===== config.mk =====
export PLATFORM = sky130hd
export DESIGN_NAME = fdn_pipe
export DESIGN_NICKNAME = d
export VERILOG_FILES = /design/src/rtl/fdn_pkg.sv /design/src/rtl/fdn_pipe_stage.sv /design/src/rtl/fdn_pipe.sv
export SDC_FILE = /design/constraint.sdc
export NUM_CORES = 1
export LEC_CHECK = 0
export CORE_MARGIN = 8
export CORE_UTILIZATION = 40
export DETAILED_ROUTE_END_ITERATION = 10
export GPL_TIMING_DRIVEN = 0
export PLACE_DENSITY_LB_ADDON = 0.12
export SETUP_SLACK_MARGIN = 0.2
export SYNTH_ARGS = -nofsm -noshare
export SYNTH_HDL_FRONTEND = slang
export SYNTH_SLANG_ARGS = --single-unit

===== constraint.sdc =====
create_clock -name CK -period 1.2 [get_ports CK]
set_input_delay 0.24 -clock CK [delete_from_list [all_inputs] [get_ports CK]]
set_output_delay 0.24 -clock CK [all_outputs]
set_load 0.05 [all_outputs]

===== src/rtl/fdn_pkg.sv =====
// -----------------------------------------------------------------------------
// fdn_pkg
//   Shared definitions for the elastic pipeline register bank (fdn_pipe).
//
//   Contents:
//     FDN_WIDTH_DEF  default data width in bits
//     FDN_DEPTH_DEF  default number of register stages
//     clog2_occ()    width needed to hold an occupancy count of 0..depth
// -----------------------------------------------------------------------------
package fdn_pkg;

    localparam int FDN_WIDTH_DEF = 4;
    localparam int FDN_DEPTH_DEF = 2;

    // Number of bits needed to represent every value 0..depth inclusive.
    // depth >= 1 always yields at least 1 bit.
    function automatic int clog2_occ(input int depth);
        int bits;
        bits = 0;
        while ((1 << bits) < (depth + 1)) begin
            bits = bits + 1;
        end
        return bits;
    endfunction

endpackage : fdn_pkg


===== src/rtl/fdn_pipe_stage.sv =====
// -----------------------------------------------------------------------------
// fdn_pipe_stage
//   One register stage of the elastic pipeline: a WIDTH-bit data register and
//   its valid bit.
//
//   Ports:
//     i_clk    clock, rising edge
//     i_rst_n  asynchronous active-low reset (data and valid cleared)
//     i_ce     clock enable; low holds data and valid
//     i_flush  synchronous clear of the valid bit (only while i_ce=1)
//     i_load   an entry arrives this cycle: capture i_d, set valid
//     i_leave  the held entry moves on this cycle: clear valid unless
//              i_load refills the stage in the same cycle
//     i_d      incoming data
//     o_d      registered data
//     o_v      registered valid
//
//   Priority while enabled: flush > load > leave.
// -----------------------------------------------------------------------------
module fdn_pipe_stage
    import fdn_pkg::*;
#(
    parameter int WIDTH = FDN_WIDTH_DEF
) (
    input  logic             i_clk,
    input  logic             i_rst_n,
    input  logic             i_ce,
    input  logic             i_flush,
    input  logic             i_load,
    input  logic             i_leave,
    input  logic [WIDTH-1:0] i_d,
    output logic [WIDTH-1:0] o_d,
    output logic             o_v
);

    logic [WIDTH-1:0] r_d;
    logic             r_v;

    // Data only changes when an entry actually lands here; a flush leaves the
    // old word in place because it is masked by the cleared valid bit.
    always_ff @(posedge i_clk or negedge i_rst_n) begin
        if (!i_rst_n) begin
            r_d <= '0;
        end else if (i_ce && !i_flush && i_load) begin
            r_d <= i_d;
        end
    end

    always_ff @(posedge i_clk or negedge i_rst_n) begin
        if (!i_rst_n) begin
            r_v <= 1'b0;
        end else if (i_ce) begin
            if (i_flush) begin
                r_v <= 1'b0;
            end else if (i_load) begin
                r_v <= 1'b1;
            end else if (i_leave) begin
                r_v <= 1'b0;
            end
        end
    end

    assign o_d = r_d;
    assign o_v = r_v;

endmodule : fdn_pipe_stage


===== src/rtl/fdn_pipe.sv =====
// -----------------------------------------------------------------------------
// fdn_pipe
//   Elastic pipeline register bank: DEPTH stages of WIDTH-bit data with
//   per-stage valid bits, valid/ready handshakes on both sides, bubble
//   collapsing, synchronous flush, clock enable and a registered occupancy
//   count.
//
//   Handshake: a word moves across an interface on a rising CK edge exactly
//   when valid and ready are both high in the cycle before that edge.
//   Input side: push = DV & DR. Output side: pop = QV & QR & CE & ~FLUSH.
//   DR never depends on DV; QV never depends on QR. A producer may hold DV
//   while DR is low; Q/QV hold while QR is low.
//
//   Ports:
//     CK     clock, rising edge
//     CLR_N  asynchronous active-low reset
//     CE     clock enable; low freezes all state and forces DR low
//     FLUSH  synchronous clear of all valids (only when CE=1)
//     D      input data
//     DV     input valid
//     DR     input ready
//     Q      output data (last stage)
//     QV     output valid (last stage)
//     QR     output ready from consumer
//     OCC    number of valid stages, 0..DEPTH
// -----------------------------------------------------------------------------
module fdn_pipe
    import fdn_pkg::*;
#(
    parameter int WIDTH = FDN_WIDTH_DEF,
    parameter int DEPTH = FDN_DEPTH_DEF,
    parameter int OCCW  = clog2_occ(DEPTH)
) (
    input  logic             CK,
    input  logic             CLR_N,
    input  logic             CE,
    input  logic             FLUSH,
    input  logic [WIDTH-1:0] D,
    input  logic             DV,
    output logic             DR,
    output logic [WIDTH-1:0] Q,
    output logic             QV,
    input  logic             QR,
    output logic [OCCW-1:0]  OCC
);

    // Per-stage state gathered from the stage instances.
    logic [DEPTH-1:0] w_v;
    logic [WIDTH-1:0] w_d [DEPTH];

    // Advance chain: w_mv[i] means stage i hands its entry on this cycle
    // (to stage i+1, or to the consumer for the last stage).
    logic [DEPTH-1:0] w_mv;
    logic [DEPTH-1:0] w_load;
    logic             w_pop;
    logic             w_push;

    // A flush cycle still shows QV, but the consumer's QR is not honoured.
    assign w_pop = w_v[DEPTH-1] & QR & CE & ~FLUSH;

    // Walk from the output back towards the input. A stage can accept when
    // the stage after it is empty or is itself emptying this cycle, which is
    // what lets bubbles collapse while the output is stalled.
    always_comb begin
        logic w_carry;
        w_mv            = '0;
        w_carry         = w_pop;
        w_mv[DEPTH-1]   = w_pop;
        for (int i = DEPTH - 2; i >= 0; i--) begin
            w_carry = w_v[i] & (~w_v[i+1] | w_carry);
            w_mv[i] = w_carry;
        end
    end

    // The input stage is free when empty or when its entry moves on, so a
    // full pipe with QR=1 still takes one word per cycle.
    assign DR     = CE & ~FLUSH & (~w_v[0] | w_mv[0]);
    assign w_push = DV & DR;

    genvar g;
    generate
        for (g = 0; g < DEPTH; g++) begin : g_stage
            if (g == 0) begin : g_first
                assign w_load[g] = w_push;
            end else begin : g_rest
                assign w_load[g] = w_mv[g-1];
            end

            fdn_pipe_stage #(
                .WIDTH (WIDTH)
            ) u_stage (
                .i_clk   (CK),
                .i_rst_n (CLR_N),
                .i_ce    (CE),
                .i_flush (FLUSH),
                .i_load  (w_load[g]),
                .i_leave (w_mv[g]),
                .i_d     ((g == 0) ? D : w_d[(g == 0) ? 0 : g-1]),
                .o_d     (w_d[g]),
                .o_v     (w_v[g])
            );
        end
    endgenerate

    assign Q  = w_d[DEPTH-1];
    assign QV = w_v[DEPTH-1];

    // Occupancy tracks the number of valid stages. Push and pop in the same
    // cycle cancel; neither can happen when the count would leave 0..DEPTH
    // because push needs a free input slot and pop needs a valid output.
    logic [OCCW-1:0] r_occ;

    always_ff @(posedge CK or negedge CLR_N) begin
        if (!CLR_N) begin
            r_occ <= '0;
        end else if (CE) begin
            if (FLUSH) begin
                r_occ <= '0;
            end else if (w_push && !w_pop) begin
                r_occ <= r_occ + OCCW'(1);
            end else if (!w_push && w_pop) begin
                r_occ <= r_occ - OCCW'(1);
            end
        end
    end

    assign OCC = r_occ;

endmodule : fdn_pipe

; ---- Word-level counts from Yosys, hierarchy flattened
; Cells that the tools add are included.
[op_classes]
addsub = 2
n_mux = 9
bitwise_logic = 12
reduce_logical = 14
[op_table]
columns = cell, n
row1 = nonzero test 3 bit, 3
row2 = AND 1 bit, 7
row3 = two-way mux 1 bit, 6
row4 = two-way mux 2 bit, 3
row5 = AND reduction 2 bit, 3
row6 = logical AND 1 bit, 5
row7 = zero test 1 bit, 3
row8 = NOT 1 bit, 3
row9 = adder 2 x 1 -> 2 bit (second input constant), 1
row10 = OR 1 bit, 2
row11 = subtractor 2 x 1 -> 2 bit (second input constant), 1
[totals]
regBits = 12
in_bits = 10
out_inout_bits = 8
wordCells = 42

; ---- Depth between registers and ports, before layout
; Gate-level depths: netlist (run 1).
[logic_depth]
ltp_word = 13
ltp_mapped = 4
mapped_depth_nobuf = 3

; ---- Modules after synthesis
; From an unflattened synthesis (run 1), not the netlist that was laid out.
[unflattened]
hier_cells = 49
hier_area_um2 = 640.6
[by_module_without_submodules]
columns = mod, n_inst, cells_per_inst, area_per_inst_um2, seq_area_each_um2
row1 = fdn_pipe_stage, 2, 13, 224.0, 125.1
row2 = fdn_pipe, 1, 23, 192.7, 50.0

; ---- Least setup slack after synthesis (run 1)
; No wires, ideal clock.
[synth_path]
kind = reg-to-output
start = register g_stage[1].u_stage.r_v
end = output DR
t_arrival_ns = 1.943
slack_ns = -0.983
path_stages_with_launch = 3
cell_sequence = dfrtp_1 > nor2b_4 > a21boi_0
[synth_via]
elab_chain_len = 7
elab_cells_between_ends = 8
classes_between = 8 x bitwise
[synth_rtl]
columns = item, line
row1 = "start, declared", fdn_pipe_stage.sv:37  ; logic r_v;
row2 = "start signal, assigned", fdn_pipe_stage.sv:51  ; r_v <= 1'b0;
row3 = "start signal, assigned", fdn_pipe_stage.sv:54  ; r_v <= 1'b0;
row4 = "start signal, assigned", fdn_pipe_stage.sv:56  ; r_v <= 1'b1;
row5 = AND 1 bit (3 in series), fdn_pipe.sv:59  ; assign w_pop = w_v[DEPTH-1] & QR & CE & ~FLUSH;
row6 = OR 1 bit (*), fdn_pipe.sv:70  ; w_carry = w_v[i] & (~w_v[i+1] | w_carry);
row7 = AND 1 bit (*), fdn_pipe.sv:70
row8 = OR 1 bit (*), fdn_pipe.sv:77  ; assign DR = CE & ~FLUSH & (~w_v[0] | w_mv[0]);
row9 = AND 1 bit (*), fdn_pipe.sv:77
row10 = "end, declared", fdn_pipe.sv:40  ; output logic DR,
; Every way passes the cells marked *; elsewhere a longest branch is shown, timed or not.

; ---- Worst setup path after layout (run 1)
; Same ends and word-level chain as after synthesis.

==> results of run 1 <==
routing by layer:
| metal | part of all wire, % | track usage (%) |
|---|---|---|
| met5 | 0 | 0 |
| met4 | 0 | 4.23 |
| met3 | 8.2 | 4.57 |
| met2 | 44 | 13.9 |
| met1 | 48 | 11.0 |
cell usage in the layout (no fill, tap or decap), types with 2 or more instances in the layout:
master           n
o21ai_0          2
clkdlybuf4s50_1  5
buf_4            6
a32oi_1          2
dfrtp_2          3
o221ai_1         2
mux2_4           6
dfrtp_1          9
clkbuf_4         3
inv_1            3
buf_6            9
buf_8            3
dlygate4sd2_1    3
layout make-up:
type / count / area, sq um / area share [%]
inverters: 3 / 11.3 / 1.18
flip-flops and latches: 12 / 304 / 31.8
clock buffers: 4 / 26.3 / 2.75
well taps: 16 / 20.0 / 2.09
multi-input cells: 31 / 322 / 33.6
repair buffers: 26 / 268 / 28.0
plain buffers: 1 / 5.00 / 0.524
power by group through the flow:
stage / Clock [mW] / Combinational [mW] / Sequential (mW)
detailed placement: 0 / 0.697 / 0.594
finish: 0.256 / 0.874 / 0.601
floorplan: 0 / 0.188 / 0.862
global route: 0.293 / 0.922 / 0.614
CTS: 0.267 / 0.802 / 0.605
global placement: 0 / 0.691 / 0.596
registers in the layout, summed over array words and instances, names as in the netlist:
| register | flops |
|---|---|
| g_stage.u_stage.o_d | 8 |
| g_stage.u_stage.o_v | 2 |
| OCC | 2 |
worst max-delay path by stage:
stage | slack [ps] | from | cells after the start | endpoint
final | -170 | g_stage[1].u_stage.o_v$_DFFE_PN0P_ | 3 | DR
after global routing | -220 | g_stage[1].u_stage.o_v$_DFFE_PN0P_ | 3 | DR
after CTS | -170 | g_stage[1].u_stage.o_v$_DFFE_PN0P_ | 3 | DR
after detailed placement | -1000 | FLUSH | 4 | DR
after global placement | -1000 | FLUSH | 4 | DR
after floorplan | -240 | g_stage[1].u_stage.o_v$_DFFE_PN0P_ | 3 | g_stage[1].u_stage.o_d[0]$_DFFE_PN0P_
kinds of logic after synthesis:
logic type / after synthesis / synth area share, %
buffers and inverters: 4 / 2.63
DFF: 12 / 48.6
and+or+nand+nor: 11 / 16.2
AOI/OAI and AO/OA: 12 / 15.6
muxes: 8 / 17.0
repair_timing:
item / in CTS / in global routing
endpoints found under the setup margin: 19 / 20
setup buffers: 6 / 4
gates resized for setup: 69 / 1
pin swaps: 6 / 1
==> flow_metrics.py, run 1 <==
metrics = {
    "run_status": {
        "status": "finished, violations left",
        "violations": "setup timing",
    },
    "placement": {
        "gp_congestion": 0.653,
        "dp.cells": 79,
        "dpl.hpwl_um": 971,
        "postPlaceCellArea_sq_um": 806,
        "dp_slack_ps": -998,
        "io_buffers": 16,
    },
    "sta": {
        "hold_viol_final": 0,
        "fmax_ghz": 0.732,
        "finalSetupTns_ps": -1460,
        "timing.final.ws_setup_ps": -167,
        "finalCriticalPeriod_ps": 1370,
        "rsz0062_at_grt": "true",
        "period_share_pct": 114,
        "worst_pin_slew_ps": 548,
        "setup_viol": 12,
        "report.final.slew_viol_count": 0,
        "finClkSkew_ps": 3.14,
        "relSlewSlack_pct": 63.3,
        "holdWs_ps": 322,
    },
    "worst_hold_path": {
        "hp-class": "input pin to flop",
        "min_delay_path_depth": 2,
        "min_from": "CE",
        "holdPathEnd": "OCC[0]$_DFFE_PN0P_",
    },
    "cts": {
        "htree_levels": 1,
        "insertion_delay_ps": 260,
        "root_buffer": "clkbuf_4",
        "cts_hold_buf": 0,
        "clk_pin_slew_ps": 70,
        "clock_path_buffers": 2,
        "clock-sinks": 12,
        "cts_buffers": 3,
        "cts_tree": "done",
    },
    "global_routing": {
        "grt_pass1_wl_um": 2370,
        "track_usage_pct": 9.37,
        "grt_pass1_vias": 519,
        "gr-total-overflow": 0,
        "grt_max_degree": 13,
        "antenna_found_initial": 0,
    },
    "power_and_ir_drop": {
        "swShare_pct": 37.6,
        "p_int_mw": 1.08,
        "p_sw_mw": 0.651,
        "p_per_area_nw_per_um2": 1810,
        "pwr-share-seq_pct": 34.7,
        "vdd_drop_max_uv": 1090,
        "clock_power_share_pct": 14.8,
        "p_leak_nw": 0.433,
        "fin_total_pwr_mw": 1.73,
        "combPwrFrac_pct": 50.5,
    },
    "detailed_routing": {
        "vias": 486,
        "drc": 0,
        "postRouteAntennaNets": 0,
        "wirelength_um": 1360,
        "vias_per_cell": 5.23,
        "first_pass_iters": 4,
        "post_drt_wl_per_cell_um": 14.6,
        "drt_iter0_drc": 4,
    },
    "yosys": {
        "yosysMostFrequentCell": "dfrtp_1",
        "yosysSeqAreaShare_pct": 48.6,
        "synth_area_per_cell_sq_um": 13.2,
        "yosys_warnings": 0,
        "synthFlopType": "dfrtp_1",
        "synth_area_leaders": "dfrtp_1 49%, mux2_4 9.7%, mux2_1 5.5%",
        "synth_common_cells": "12 x dfrtp_1, 4 x mux2_4, 3 x inv_1, 3 x mux2_1",
        "synth_top_area_share_pct": 48.6,
        "ys_ff_latch": 12,
        "yosysTopAreaCell": "dfrtp_1",
        "synth-edff-count": 0,
        "postSynth.asyncResetShare_pct": 100,
        "postSynthCellCount": 47,
        "syn_area_sq_um": 618,
        "synth_cell_types": 25,
        "synth_nets": 57,
    },
    "critical_path": {
        "r2r_cells": 4,
        "reg2reg_from": "g_stage[1].u_stage.o_v$_DFFE_PN0P_",
        "cp_max_fo": 3,
        "regToRegEndpoint": "g_stage[0].u_stage.o_d[1]$_DFFE_PN0P_",
        "path_cells": "nor2b_4 -> a21boi_2 -> buf_6",
        "end_kind": "output pin",
        "crit_family": "flip-flops",
        "critPathKind": "flop to output pin",
        "max_stage_delay_ps": 410,
        "critical_path_buf_inv_count": 1,
        "required_ps": 960,
        "cp_data_arrival_time_ps": 1130,
        "start_kind": "flop",
        "rrSetupSlack_ps": -160,
        "cpMaxStageDelayCell": "dfrtp_2",
    },
    "finish": {
        "area_delta_synth_final_pct": 54.7,
        "design_area_sq_um": 956,
        "instances_no_fill": 93,
        "n_fill_cell": 122,
        "diodes": 0,
        "postLayoutCoreUtil_pct": 65.0,
        "drive_above_1_share_pct": 49.4,
        "fin_nets": 88,
    },
    "floorplanning": {
        "core.rowCount": 14,
        "fp.dieW_um": 55.3,
        "start_util_pct": 42.0,
        "core_area_sq_um": 1470,
        "dieArea_sq_um": 3060,
        "ioPinCount": 18,
        "die_h_um": 55.3,
    },
    "flow_run": {
        "cap_violations": 0,
    },
}
No activity file was read; power rests on OpenSTA's default activity.
==> run 2, diff against run 1 <==
--- a/config.mk
+++ b/config.mk
@@ -5,12 +5,14 @@
 export SDC_FILE = /design/constraint.sdc
 export NUM_CORES = 1
 export LEC_CHECK = 0
+export CAP_MARGIN = 0
 export CORE_MARGIN = 8
 export CORE_UTILIZATION = 40
 export DETAILED_ROUTE_END_ITERATION = 10
 export GPL_TIMING_DRIVEN = 0
 export PLACE_DENSITY_LB_ADDON = 0.12
 export SETUP_SLACK_MARGIN = 0.2
+export SLEW_MARGIN = 25
 export SYNTH_ARGS = -nofsm -noshare
 export SYNTH_HDL_FRONTEND = slang
 export SYNTH_SLANG_ARGS = --single-unit
==> results of run 2 <==
Final layout, timing and power as in run 1 (identical DEF).
==> run 3, diff against run 2 <==
--- a/config.mk
+++ b/config.mk
@@ -11,6 +11,7 @@
 export DETAILED_ROUTE_END_ITERATION = 10
 export GPL_TIMING_DRIVEN = 0
 export PLACE_DENSITY_LB_ADDON = 0.12
+export REMOVE_ABC_BUFFERS = 1
 export SETUP_SLACK_MARGIN = 0.2
 export SLEW_MARGIN = 25
 export SYNTH_ARGS = -nofsm -noshare
==> run 3 against run 2 <==
The run still ends with setup timing left. Cell count decreased by 1.1%. Flip-flop and latch count unchanged. Sequential power decreased by 1%. Power decreased by 1.3%. Core utilization decreased by 0.43 points. Critical path type unchanged. Largest power group unchanged.
==> flow_metrics.py, run 3 (synthesis results as in run 1) <==
metrics = {
    "cts": {
        "insertion_delay_ps": 260,
        "cts_tree": "done",
        "clk_pin_slew_ps": 70,
        "clock-sinks": 12,
        "htree_levels": 1,
        "clock_path_buffers": 2,
        "cts_buffers": 3,
        "root_buffer": "clkbuf_4",
    },
    "sta": {
        "report.final.slew_viol_count": 0,
        "worst_pin_slew_ps": 537,
        "rsz0062_at_grt": "true",
        "period_share_pct": 115,
        "relSlewSlack_pct": 64.1,
        "timing.final.ws_setup_ps": -181,
        "setup_viol": 12,
        "finalSetupTns_ps": -1430,
        "finClkSkew_ps": 2.21,
        "fmax_ghz": 0.724,
        "hold_viol_final": 0,
        "finalCriticalPeriod_ps": 1380,
        "holdWs_ps": 323,
    },
    "power_and_ir_drop": {
        "combPwrFrac_pct": 51.0,
        "vdd_drop_max_uv": 952,
        "p_sw_mw": 0.646,
        "swShare_pct": 37.8,
        "clock_power_share_pct": 14.2,
        "p_leak_nw": 0.438,
        "p_int_mw": 1.06,
        "pwr-share-seq_pct": 34.8,
        "p_per_area_nw_per_um2": 1800,
    },
    "floorplanning": {
        "ioPinCount": 18,
        "dieArea_sq_um": 3060,
        "fp.dieW_um": 55.3,
        "die_h_um": 55.3,
        "core_area_sq_um": 1470,
        "core.rowCount": 14,
        "start_util_pct": 42.0,
    },
    "run_status": {
        "violations": "setup timing",
        "status": "finished, violations left",
    },
    "critical_path": {
        "required_ps": 960,
        "start_kind": "flop",
        "cp_data_arrival_time_ps": 1140,
        "cp_max_fo": 3,
        "end_kind": "output pin",
        "rrSetupSlack_ps": -150,
        "critPathKind": "flop to output pin",
    },
    "detailed_routing": {
        "drt_iter0_drc": 6,
        "first_pass_iters": 2,
        "vias": 499,
        "vias_per_cell": 5.42,
        "drc": 0,
        "wirelength_um": 1390,
        "post_drt_wl_per_cell_um": 15.1,
        "postRouteAntennaNets": 0,
    },
    "global_routing": {
        "grt_pass1_wl_um": 2480,
        "track_usage_pct": 9.67,
        "grt_max_degree": 13,
        "antenna_found_initial": 0,
        "grt_pass1_vias": 534,
        "gr-total-overflow": 0,
    },
    "finish": {
        "final_common_cell": "dfrtp_1",
        "drive_above_1_share_pct": 47.4,
        "diodes": 0,
        "final_cell_mix": "11 x dfrtp_1, 10 x buf_6, 8 x mux2_4",
        "largest_reg_flops": 8,
        "fin_nets": 88,
        "area_delta_synth_final_pct": 53.6,
    },
    "placement": {
        "io_buffers": 17,
        "dpl.hpwl_um": 935,
        "gp_congestion": 0.642,
    },
    "worst_hold_path": {
        "hp-class": "input pin to asynchronous set/reset pin",
    },
    "flow_run": {
        "cap_violations": 0,
    },
}
[run 3: through the flow]
step                      utilization (%)  std cells  area, sq um  worst slack, ps  power (mW)
after floorplan                         -         46          613             -983        1.04
after global placement               54.6         79          803            -1180        1.28
after global routing                 64.5         92          950             -245        1.80
after CTS                            63.3         90          931             -190        1.70
after detailed placement             54.6         79          803            -1160        1.29
final                                64.5         92          950             -181        1.71
[run 3: layer usage]
| metal | GRT usage [%] | up-vias | wire length [um] |
|---|---|---|---|
| met5 | 0 | - | 0 |
| met1 | 11.6 | 246 | 683 |
| li1 | - | 238 | - |
| met4 | 4.23 | 0 | 0 |
| met2 | 14.1 | 15 | 608 |
| met3 | 4.79 | 0 | 100 |
[run 3: timing repair]
| item | CTS | global route |
|---|---|---|
| pin swaps | 7 | 2 |
| gates resized for setup | 75 | 1 |
| hold buffers | 0 | 0 |
| setup buffers | 8 | 2 |
| endpoints found under the setup margin | 19 | 20 |
[run 3: worst paths after layout]
kind                                                        from                               endpoint  cells past startpoint
max                           g_stage[1].u_stage.o_v$_DFFE_PN0P_                                     DR                      3
min                                                        CLR_N  g_stage[1].u_stage.o_d[2]$_DFFE_PN0P_                      1
max reg2reg                   g_stage[1].u_stage.o_v$_DFFE_PN0P_  g_stage[0].u_stage.o_d[1]$_DFFE_PN0P_                      4
min reg2reg                g_stage[0].u_stage.o_d[2]$_DFFE_PN0P_  g_stage[1].u_stage.o_d[2]$_DFFE_PN0P_                      1
max in group asynchronous                                  CLR_N     g_stage[1].u_stage.o_v$_DFFE_PN0P_                      1
min in group CK                                            FLUSH                     OCC[0]$_DFFE_PN0P_                      2
[run 3: cell type report]
| class | instances | area (sq um) |
|---|---|---|
| flip-flops and latches | 12 | 302 |
| well taps | 16 | 20.0 |
| multi-input cells | 31 | 324 |
| repair buffers | 27 | 270 |
| clock buffers | 3 | 22.5 |
| fillers | 126 | 522 |
| inverters | 3 | 11.3 |
[run 3: critical path: stages (launching register included)]
cell	delay [ps]
dfrtp_2	410
nor2b_4	130
a21boi_1	120
buf_4	210
[run 3: power by group through the flow]
| stage | sequential [mW] | clock, mW | combinational (mW) |
|---|---|---|---|
| global placement | 0.589 | 0 | 0.690 |
| global route | 0.608 | 0.275 | 0.917 |
| detailed placement | 0.592 | 0 | 0.694 |
| CTS | 0.594 | 0.252 | 0.849 |
| finish | 0.595 | 0.242 | 0.871 |
| floorplan | 0.857 | 0 | 0.183 |
